$ cat config.mk
export PLATFORM = sky130hd
export DESIGN_NAME = mem_access_unit
export DESIGN_NICKNAME = d
export VERILOG_FILES = /design/src/rtl/mem_pkg.sv /design/src/rtl/mem_timeout_ctr.sv /design/src/rtl/mem_access_unit.sv
export SDC_FILE = /design/constraint.sdc
export NUM_CORES = 1
export LEC_CHECK = 0
export ABC_AREA = 1
export CAP_MARGIN = 20
export CORE_ASPECT_RATIO = 2
export CORE_UTILIZATION = 39
export DETAILED_ROUTE_END_ITERATION = 8
export PLACE_DENSITY = 0.77
export SLEW_MARGIN = 20
export SYNTH_ARGS = -nofsm -noshare
export SYNTH_HDL_FRONTEND = slang
export SYNTH_SLANG_ARGS = --single-unit
$ cat constraint.sdc
create_clock -name clk -period 1.43 [get_ports clk]
set_input_delay 0.143 -clock clk [delete_from_list [all_inputs] [get_ports clk]]
set_output_delay 0.143 -clock clk [all_outputs]
set_load 0.1 [all_outputs]
$ cat src/rtl/mem_pkg.sv
// Shared types and default widths for the data-memory access stage.
package mem_pkg;
  localparam int MEM_DATA_W = 24;
  localparam int MEM_ADDR_W = 16;
  localparam int MEM_TIMEOUT_CYC = 15;

  typedef enum logic [1:0] {
    IDLE = 2'd0,
    BUSY = 2'd1,
    DONE = 2'd2
  } mem_state_t;
endpackage

$ cat src/rtl/mem_timeout_ctr.sv
// Saturating wait counter for an outstanding memory access; flags the last allowed cycle.
module mem_timeout_ctr #(
  parameter int TIMEOUT_CYC = 15
) (
  input  logic clk,
  input  logic rst_n,
  input  logic clear,
  input  logic enable,
  output logic expired
);
  localparam int CW = $clog2(TIMEOUT_CYC) + 1;
  localparam logic [CW-1:0] LAST = CW'(TIMEOUT_CYC - 1);

  logic [CW-1:0] count_reg;

  always_ff @(posedge clk or negedge rst_n) begin
    if (!rst_n) begin
      count_reg <= '0;
    end else if (clear) begin
      count_reg <= '0;
    end else if (enable && (count_reg != LAST)) begin
      count_reg <= count_reg + CW'(1);
    end
  end

  // Counter holds at LAST, so expired stays asserted rather than wrapping.
  assign expired = (count_reg == LAST);
endmodule

$ cat src/rtl/mem_access_unit.sv
// MEM-stage access unit: latches one load/store, runs req/ack with the data memory,
// stalls the pipeline until completion and presents load data to MEM/WB.
module mem_access_unit
  import mem_pkg::*;
#(
  parameter int DATA_W      = MEM_DATA_W,
  parameter int ADDR_W      = MEM_ADDR_W,
  parameter int TIMEOUT_CYC = MEM_TIMEOUT_CYC
) (
  input  logic              clk,
  input  logic              rst_n,
  input  logic [ADDR_W-1:0] ALUOutM,
  input  logic [DATA_W-1:0] WriteDataM,
  input  logic              memWriteM,
  input  logic              memToRegM,
  input  logic              flushM,
  output logic              stallM,
  output logic [DATA_W-1:0] RD,
  output logic              mem_req,
  output logic              mem_we,
  output logic [ADDR_W-1:0] mem_addr,
  output logic [DATA_W-1:0] mem_wdata,
  input  logic [DATA_W-1:0] mem_rdata,
  input  logic              mem_ack,
  output logic              mem_err
);
  mem_state_t state_reg, state_next;

  logic              access;
  logic              start;
  logic              in_busy;
  logic              expired;
  logic              finish;
  logic              load_reg;
  logic              we_reg;
  logic [ADDR_W-1:0] addr_reg;
  logic [DATA_W-1:0] wdata_reg;
  logic [DATA_W-1:0] rd_reg;
  logic              err_reg;

  assign access  = (memWriteM | memToRegM) & ~flushM;
  assign start   = (state_reg == IDLE) & access;
  assign in_busy = (state_reg == BUSY);
  assign finish  = in_busy & (mem_ack | expired);

  mem_timeout_ctr #(
    .TIMEOUT_CYC(TIMEOUT_CYC)
  ) u_timeout (
    .clk    (clk),
    .rst_n  (rst_n),
    .clear  (start),
    .enable (in_busy),
    .expired(expired)
  );

  always_ff @(posedge clk or negedge rst_n) begin
    if (!rst_n) begin
      state_reg <= IDLE;
    end else begin
      state_reg <= state_next;
    end
  end

  always_comb begin
    state_next = state_reg;
    stallM     = 1'b0;
    mem_req    = 1'b0;
    case (state_reg)
      IDLE: begin
        stallM = access;
        if (access) state_next = BUSY;
      end
      BUSY: begin
        stallM  = 1'b1;
        mem_req = 1'b1;
        if (mem_ack || expired) state_next = DONE;
      end
      DONE:    state_next = IDLE;
      default: state_next = IDLE;
    endcase
  end

  always_ff @(posedge clk or negedge rst_n) begin
    if (!rst_n) begin
      load_reg  <= 1'b0;
      we_reg    <= 1'b0;
      addr_reg  <= '0;
      wdata_reg <= '0;
      rd_reg    <= '0;
      err_reg   <= 1'b0;
    end else begin
      if (start) begin
        addr_reg  <= ALUOutM;
        wdata_reg <= WriteDataM;
        we_reg    <= memWriteM;
        load_reg  <= memToRegM;
      end
      if (finish) begin
        // A combined load+store is illegal: the write goes out, the load returns zero.
        if (we_reg && load_reg) begin
          rd_reg  <= '0;
          err_reg <= 1'b1;
        end else if (mem_ack) begin
          if (load_reg) rd_reg <= mem_rdata;
        end else begin
          err_reg <= 1'b1;
          if (load_reg) rd_reg <= '0;
        end
      end
    end
  end

  assign mem_we    = we_reg;
  assign mem_addr  = addr_reg;
  assign mem_wdata = wdata_reg;
  assign RD        = rd_reg;
  assign mem_err   = err_reg;
endmodule

======== Yosys cells after proc, flatten, opt, wreduce, memory -nomap -nowiden ========
Cells that the tools add are included.
word-level totals
  flip-flop bits (word level) ............. 74
  output and inout port bits .............. 68
  word-level logic and storage cells ...... 43
operators by class
  add/sub/neg operators ................... 1
  eq/ne operators ......................... 6
  multiplexer cells ....................... 13
  bitwise logic cells ..................... 6
  reduce and logical (&&, ||, !) cells .... 9
operators with widths
  operator                                                count
  two-way mux 24 bit                                      4
  two-way mux 5 bit                                       2
  AND reduction 2 bit                                     3
  adder 5 x 1 -> 5 bit (second input constant)            1
  == test 5 x 4 -> 1 bit (second input constant)          1
  inequality test 5 x 4 -> 1 bit (second input constant)  1
  two-way mux 2 bit                                       2
  inequality test 2 x 1 -> 1 bit (second input constant)  2
  case mux 2 bit (2 select lines)                         1
  nonzero test 2 bit                                      2
  AND 1 bit                                               3
  two-way mux 1 bit                                       3
  == test 2 x 1 -> 1 bit (second input constant)          1
  logical AND 1 bit                                       2
  zero test 2 bit                                         1
  inequality test 2 bit (second input constant)           1
  bitwise OR 1 bit                                        2
  case mux 1 bit (2 select lines)                         1
  logical OR 1 bit                                        1
  NOT 1 bit                                               1

======== Longest topological paths before layout ========
  word-level depth ........................ 4
  mapped depth ............................ 10
  depth with buffers taken out ............ 9

======== Hierarchy ========
Synthesis repeated with hierarchy kept, for this count alone.
unflattened totals
  cell total of the unflattened synthesis .. 409
  area, all modules ....................... 3,432.0 µm²
by module, submodules not included
  module           times used  cells an instance  area an instance (µm²)  sequential area each (µm²)
  mem_access_unit  1           367                3,094.2                 1,726.7
  mem_timeout_ctr  1           42                 337.8                   125.1

======== Least setup slack after synthesis ========
No wires, ideal clock.
  path type ............................... register to output
  start ................................... register state_reg[0]
  end ..................................... output port stallM
  arrival time ............................ 1,576 ps
  required time ........................... 1,287 ps
  setup slack ............................. -289 ps
  cell stages (with the launch flop) ...... 6
  buffers on the path ..................... 2
  path through ............................ dfrtp_1 -> nor2_1 -> nand3_1 -> buf_2 -> buf_4 -> nand2_1
on the way
  cells in the longest elaborated chain, start to end .. 2
  elaborated cells on any way between the ends .. 3
  classes of those cells .................. eq/ne (1); mux (1); reduce/logical (1)
ends and longest elaborated chain
  element                                                           RTL line               RTL
  from (decl)                                                       mem_access_unit.sv:27  mem_state_t state_reg, state_next;
  from (signal assigned)                                            mem_access_unit.sv:60  state_reg <= state_next;
  == test 2 x 1 -> 1 bit / zero test 2 bit (equally long branches)  mem_access_unit.sv:68  case (state_reg)
  case mux 1 bit (2 select lines) (*)                               mem_access_unit.sv:68
  to (decl)                                                         mem_access_unit.sv:17  output logic stallM,
Every way passes the cells marked *; elsewhere a longest branch is shown, timed or not.

======== Final worst setup path ========
  start ................................... register u_timeout.count_reg[0]
  end ..................................... register rd_reg[9], in the netlist RD[9]
on the way
  cells in the longest elaborated chain, start to end .. 4
ends and longest elaborated chain
  element                               RTL line                RTL
  from (decl)                           mem_timeout_ctr.sv:14   logic [CW-1:0] count_reg;
  from (signal assigned)                mem_timeout_ctr.sv:22   count_reg <= count_reg + CW'(1);
  == test 5 x 4 -> 1 bit                mem_timeout_ctr.sv:27   assign expired = (count_reg == LAST);
  bitwise OR 1 bit                      mem_access_unit.sv:44   assign finish = in_busy & (mem_ack | expired);
  AND 1 bit                             mem_access_unit.sv:44
  AND reduction 2 bit (no source line)  -
  to (signal assigned)                  mem_access_unit.sv:104  if (load_reg) rd_reg <= mem_rdata;
  to (decl)                             mem_access_unit.sv:38   logic [DATA_W-1:0] rd_reg;
No other way between the ends.
A chain may end at the register's enable or synchronous reset.

==> out/results.tsv <==
stage	metric	value	unit
yosys	synth_common_cells	130 x nand2_1, 74 x dfrtp_1, 48 x inv_1	
flow_run	drv_cap	0	
worst_setup_path	crit_arrival	1.67	ns
place	portBuffers	137	
worst_setup_path	endpoint_kind	register	
layout	areaGrowthSynthToFinish	85.2	%
yosys	syn_area	3300	um2
status	violations	setup timing	
floorplan	start_util	40.1	%
timing	fin_crit_sh	101	%
place	dp_cells	625	
layout	antenna_cells	0	
floorplan	dieHeight	132	um
global_route	grt_usage	24.5	%
floorplan	core-area	8230	um2
worst_setup_path	cpMaxStageDelayCell	dfrtp_1	
yosys	yosys_warnings	0	
yosys	synth_most_common_cell	nand2_1	
timing	fmax	692	MHz
floorplan	die_w	67.0	um
layout	fin_util	74.2	%
layout	fillers	544	
worst_setup_path	slowest_delay	0.39	ns
global_route	antenna_found_initial	0	
routing	drt_iter0_drc	250	
global_route	grt_first_pass_wirelength	16000	um
global_route	grt_max_degree	47	
layout	layoutNonFillerInstCount	656	
layout	multiInputGateArea	1270	um2
layout	drive_above_1_share	28.5	%
yosys	synth_top_area_cell	dfrtp_1	
timing	skew	0.00702	ns
power_and_ir_drop	ir_drop	1700	uV
place	routabilityCongestion	0.802	
floorplan	num_io_pins	138	
clock_network	cts_tree	done	
timing	setup_ws	-0.0159	ns
yosys	ys.flop_type	dfrtp_1	
floorplan	row_count	47	
floorplan	dieArea	8850	um2
layout	regArea	1850	um2
clock_network	cts_made_buffers	9	
yosys	ys_async_sr_fraction	100	%
yosys	synth.distinct_cells	19	
yosys	synth_area_per_cell	8.31	um2
timing	fin_crit	1.45	ns
global_route	overflow	0	
worst_setup_path	required	1.65	ns
timing	grt_setup_unrepaired	yes	
worst_setup_path	crit_buf_inv	2	
routing	ant_nets	0	
yosys	synth_nets	469	
timing	finalHoldViolCount	0	
timing	slew_headroom	68.2	%
place	hpwl	6900	um
worst_setup_path	setup.worst_path.start_class	register	
clock_network	clockBufferDepth	2	
routing	route.detailed.drc	0	
min_path	hp-class	in2async	
worst_setup_path	crit_type	reg2reg	
timing	whs	0.327	ns
routing	drt_wl_total	10600	um
yosys	ys_ff_latch	74	
clock_network	h-tree-depth	3	
worst_setup_path	crit_family	simple AND/OR/NAND/NOR gates	
yosys	netlist_top_cells_area	dfrtp_1 56%, nand2_1 15%, inv_1 5.5%	
timing	drv_slew	0	
worst_setup_path	path_max_fanout	7	
yosys	synth_cells	397	
routing	vias	3370	
timing	worst_pin_slew	0.477	ns
yosys	synth_edf_count	0	
power_and_ir_drop	power	15.8	mW
routing	dr.pass1.iters	4	
power_and_ir_drop	powerDensity	2590	nW/um2
yosys	synth_top_area_share	56.1	%
yosys	synth_seq_area_share	56.1	%
clock_network	cts_root_buf	clkbuf_16	
worst_setup_path	path_cells	inv_2 > ha_4 > inv_2 > nor2_2 > nand2_2 > nand2_8 > nand3_4 > nand2_2 > nand2_1	
routing	wl_per_cell	16.2	um
clock_network	path_clk_slew	0.06	ns
timing	setup_violations	6	
clock_network	insertion_delay	0.33	ns
layout	nets	625	
clock_network	cts_sinks	74	
routing	viasPerCell	5.14	
status	status	finished, violations left	
power_and_ir_drop	p_leak	2.99	nW
global_route	grt_pass1_vias	3439	
==> path summary, 6_finish.rpt <==
check                                        from  slack, ns            end  depth (start not counted)
max                        u_timeout.count_reg[0]      -0.02          RD[9]                          9
max reg2reg                u_timeout.count_reg[0]      -0.02          RD[9]                          9
min reg2reg                                 RD[4]       0.53          RD[4]                          2
min in group clk                    WriteDataM[2]       0.35   mem_wdata[2]                          3
max in group asynchronous                   rst_n       0.59  mem_wdata[22]                          3
min                                         rst_n       0.33          RD[3]                          2
==> layer usage <==
| metal | part of all wire, % | up-vias | track usage, % |
|---|---|---|---|
| met5 | 0 | - | 0 |
| met4 | 5.0 | 0 | 16.5 |
| met3 | 8.1 | 42 | 7.61 |
| met2 | 56 | 192 | 42.7 |
| met1 | 30 | 1575 | 23.0 |
| li1 | - | 1561 | - |
==> where the power goes <==
part	leakage, nW	switching, mW	internal, mW
sequential	0.937	0.876	2.81
combinational	1.90	6.36	3.38
clock	0.156	0.831	1.57
==> cell families after synthesis <==
logic type / Yosys count / synth area share [%]
simple gates: 198 / 25.7
buf+inv: 77 / 10.3
flops: 74 / 56.1
compound gates: 45 / 6.83
fa+ha+maj: 2 / 0.758
xor+xnor: 1 / 0.266
==> final cells by class <==
type / count / area share [%]
multi-input cells: 249 / 20.7
inverters: 53 / 3.34
clock buffers: 11 / 3.97
well taps: 98 / 2.01
flip-flops and latches: 74 / 30.3
repair buffers: 166 / 38.3
clock inverters: 5 / 1.27
==> worst register-to-register path: stages, from the launching register on <==
cell and delay [ns]:
dfrtp_1 0.39, inv_2 0.08, ha_4 0.12, inv_2 0.03, nor2_2 0.08, nand2_2 0.12, nand2_8 0.15, nand3_4 0.18
nand2_2 0.13, nand2_1 0.06
==> timing repair <==
| item | 4_1_cts | 5_1_grt |
|---|---|---|
| hold endpoints to repair | 33 | 0 |
| resized for setup | 18 | 26 |
| hold buffers | 1 | 0 |
| cloned | 3 | 1 |
| pin swaps | 7 | 7 |
| setup endpoints to repair | 26 | 31 |
| setup buffers | 5 | 5 |
==> stage by stage <==
| stage | TNS, ns | area [um2] | worst slack [ns] |
|---|---|---|---|
| after floorplan | -0.0236 | 3300 | -0.0236 |
| after global placement | 0 | 5510 | 0.0231 |
| after detailed placement | -1.36 | 5510 | -0.0936 |
| after CTS | 0 | 5980 | 0.00263 |
| after global routing | -1.36 | 6110 | -0.134 |
| final | -0.0612 | 6110 | -0.0159 |
==> cell usage in the layout, fill, tap and decap left out, types with 5 or more instances in the layout <==
cell / count
buf_4: 22
inv_1: 46
nand3_4: 5
o21ai_1: 28
o21ai_0: 16
buf_12: 71
dfrtp_1: 72
clkdlybuf4s50_1: 68
nand2_2: 28
nand2_1: 104
nand4_1: 25
nor2_1: 24
inv_2: 6
clkbuf_16: 10
nand3_1: 12
No activity file was read; power rests on OpenSTA's default activity.
==> edit: new RTL, same flow settings <==
Make the reset (`rst_n`) synchronous in 3 clocked blocks.
--- a/src/rtl/mem_timeout_ctr.sv
+++ b/src/rtl/mem_timeout_ctr.sv
@@ -15,3 +15,3 @@
 
-  always_ff @(posedge clk or negedge rst_n) begin
+  always_ff @(posedge clk) begin
     if (!rst_n) begin
--- a/src/rtl/mem_access_unit.sv
+++ b/src/rtl/mem_access_unit.sv
@@ -55,3 +55,3 @@
 
-  always_ff @(posedge clk or negedge rst_n) begin
+  always_ff @(posedge clk) begin
     if (!rst_n) begin
@@ -82,3 +82,3 @@
 
-  always_ff @(posedge clk or negedge rst_n) begin
+  always_ff @(posedge clk) begin
     if (!rst_n) begin
Formal check against the unedited RTL: differs if rst_n is asserted again (counterexample within 4 cycles, from zero or initial values and one cycle with rst_n low); with rst_n held inactive, the same outputs for 10 cycles.
==> edit against the original RTL <==
Setup slack lost 20 ps. The flow still finishes with violations (negative setup slack). Core utilization rose by 2.4 points. Critical path depth increased by 1. Sequential cell count stayed put. Design area decreased by 4.0%. Wire length down 0.33%. Clock skew down 1.1 ps. Final cell count rose by 5.3%. Maximum frequency down 1.4%. Synthesized area fell by 5.3%.
Power is not compared: it rests on default switching activity, and its combinational part moved more than twofold at a synthesized area within 25%.
==> edit: results <==
export IMPL_status="finished with violations"
export IMPL_vias=3475
export IMPL_drive_gt1_share_pct=22.78
export IMPL_setup_viol=10
export IMPL_grt_pass1_vias=3394
export IMPL_synthesis_nets=522
export IMPL_slowest_stage="dfxtp_2"
export IMPL_cts_resized=6
export IMPL_dr_wl_met2_mm=6.113
export IMPL_grt_max_degree=41
export IMPL_crit_start="u_timeout.count_reg[0]$_SDFFE_PP0P_"
export IMPL_post_place_cells=667
export IMPL_synthTopCellsByArea="dfxtp_1 (47%), nand2_1 (18%), a21oi_1 (7.7%)"
export IMPL_layout_setup_ws_ps=-36.29
export IMPL_seq_area_frac_synth_pct=47.42
export IMPL_synthArstFlopShare_pct=0
export IMPL_avgRoutedWirePerCell_um=15.35
export IMPL_drtPass1Iterations=5
export IMPL_dp_slack_ps=-112.0
export IMPL_grt_pass1_wl_mm=15.06
export IMPL_violations="negative setup slack"
export IMPL_drt_iter0_markers=266
export IMPL_skew_ps=5.897
export IMPL_rr_worst_depth=10
export IMPL_dpl_cell_area_um2=5330
export IMPL_yosysUniqueCellTypes=23
export IMPL_max_stage_delay_ps=320
export IMPL_grtUsageMet3_pct=5.762
edit: cell count changes after synthesis, moves of 10 or more:
cell	change
dfxtp_1	+74
nand2_1	+21
o21ai_0	-14
dfrtp_1	-74
o21ai_1	-28
a21oi_1	+47
nor2_1	+10
edit: through the flow:
step           TNS (ps)  hold slack [ps]
2_1_floorplan         0            283.7
3_3_place_gp     -969.8            474.2
3_5_place_dp      -4889            488.0
4_1_cts          -337.8            359.4
5_1_grt           -1630            373.7
6_report         -180.2            370.2
edit: kinds of logic (layout without fill, tap and decap cells):
logic type,Yosys count,in the layout,share of synthesized area (%)
simple gates,235,238,31.92
buf+inv,87,231,11.29
flops,74,74,47.42
compound gates,50,50,8.010
fa+ha+maj,2,2,0.8008
xor+xnor,2,2,0.5608
edit: layout make-up:
cell class              count  area (um^2)
repair buffers            155         2275
fillers                   505         1790
flip-flops and latches     74         1490
multi-input cells         292         1420
inverters                  60        230.2
clock buffers              10        229.0
well taps                  94        117.6
clock inverters             6        105.1
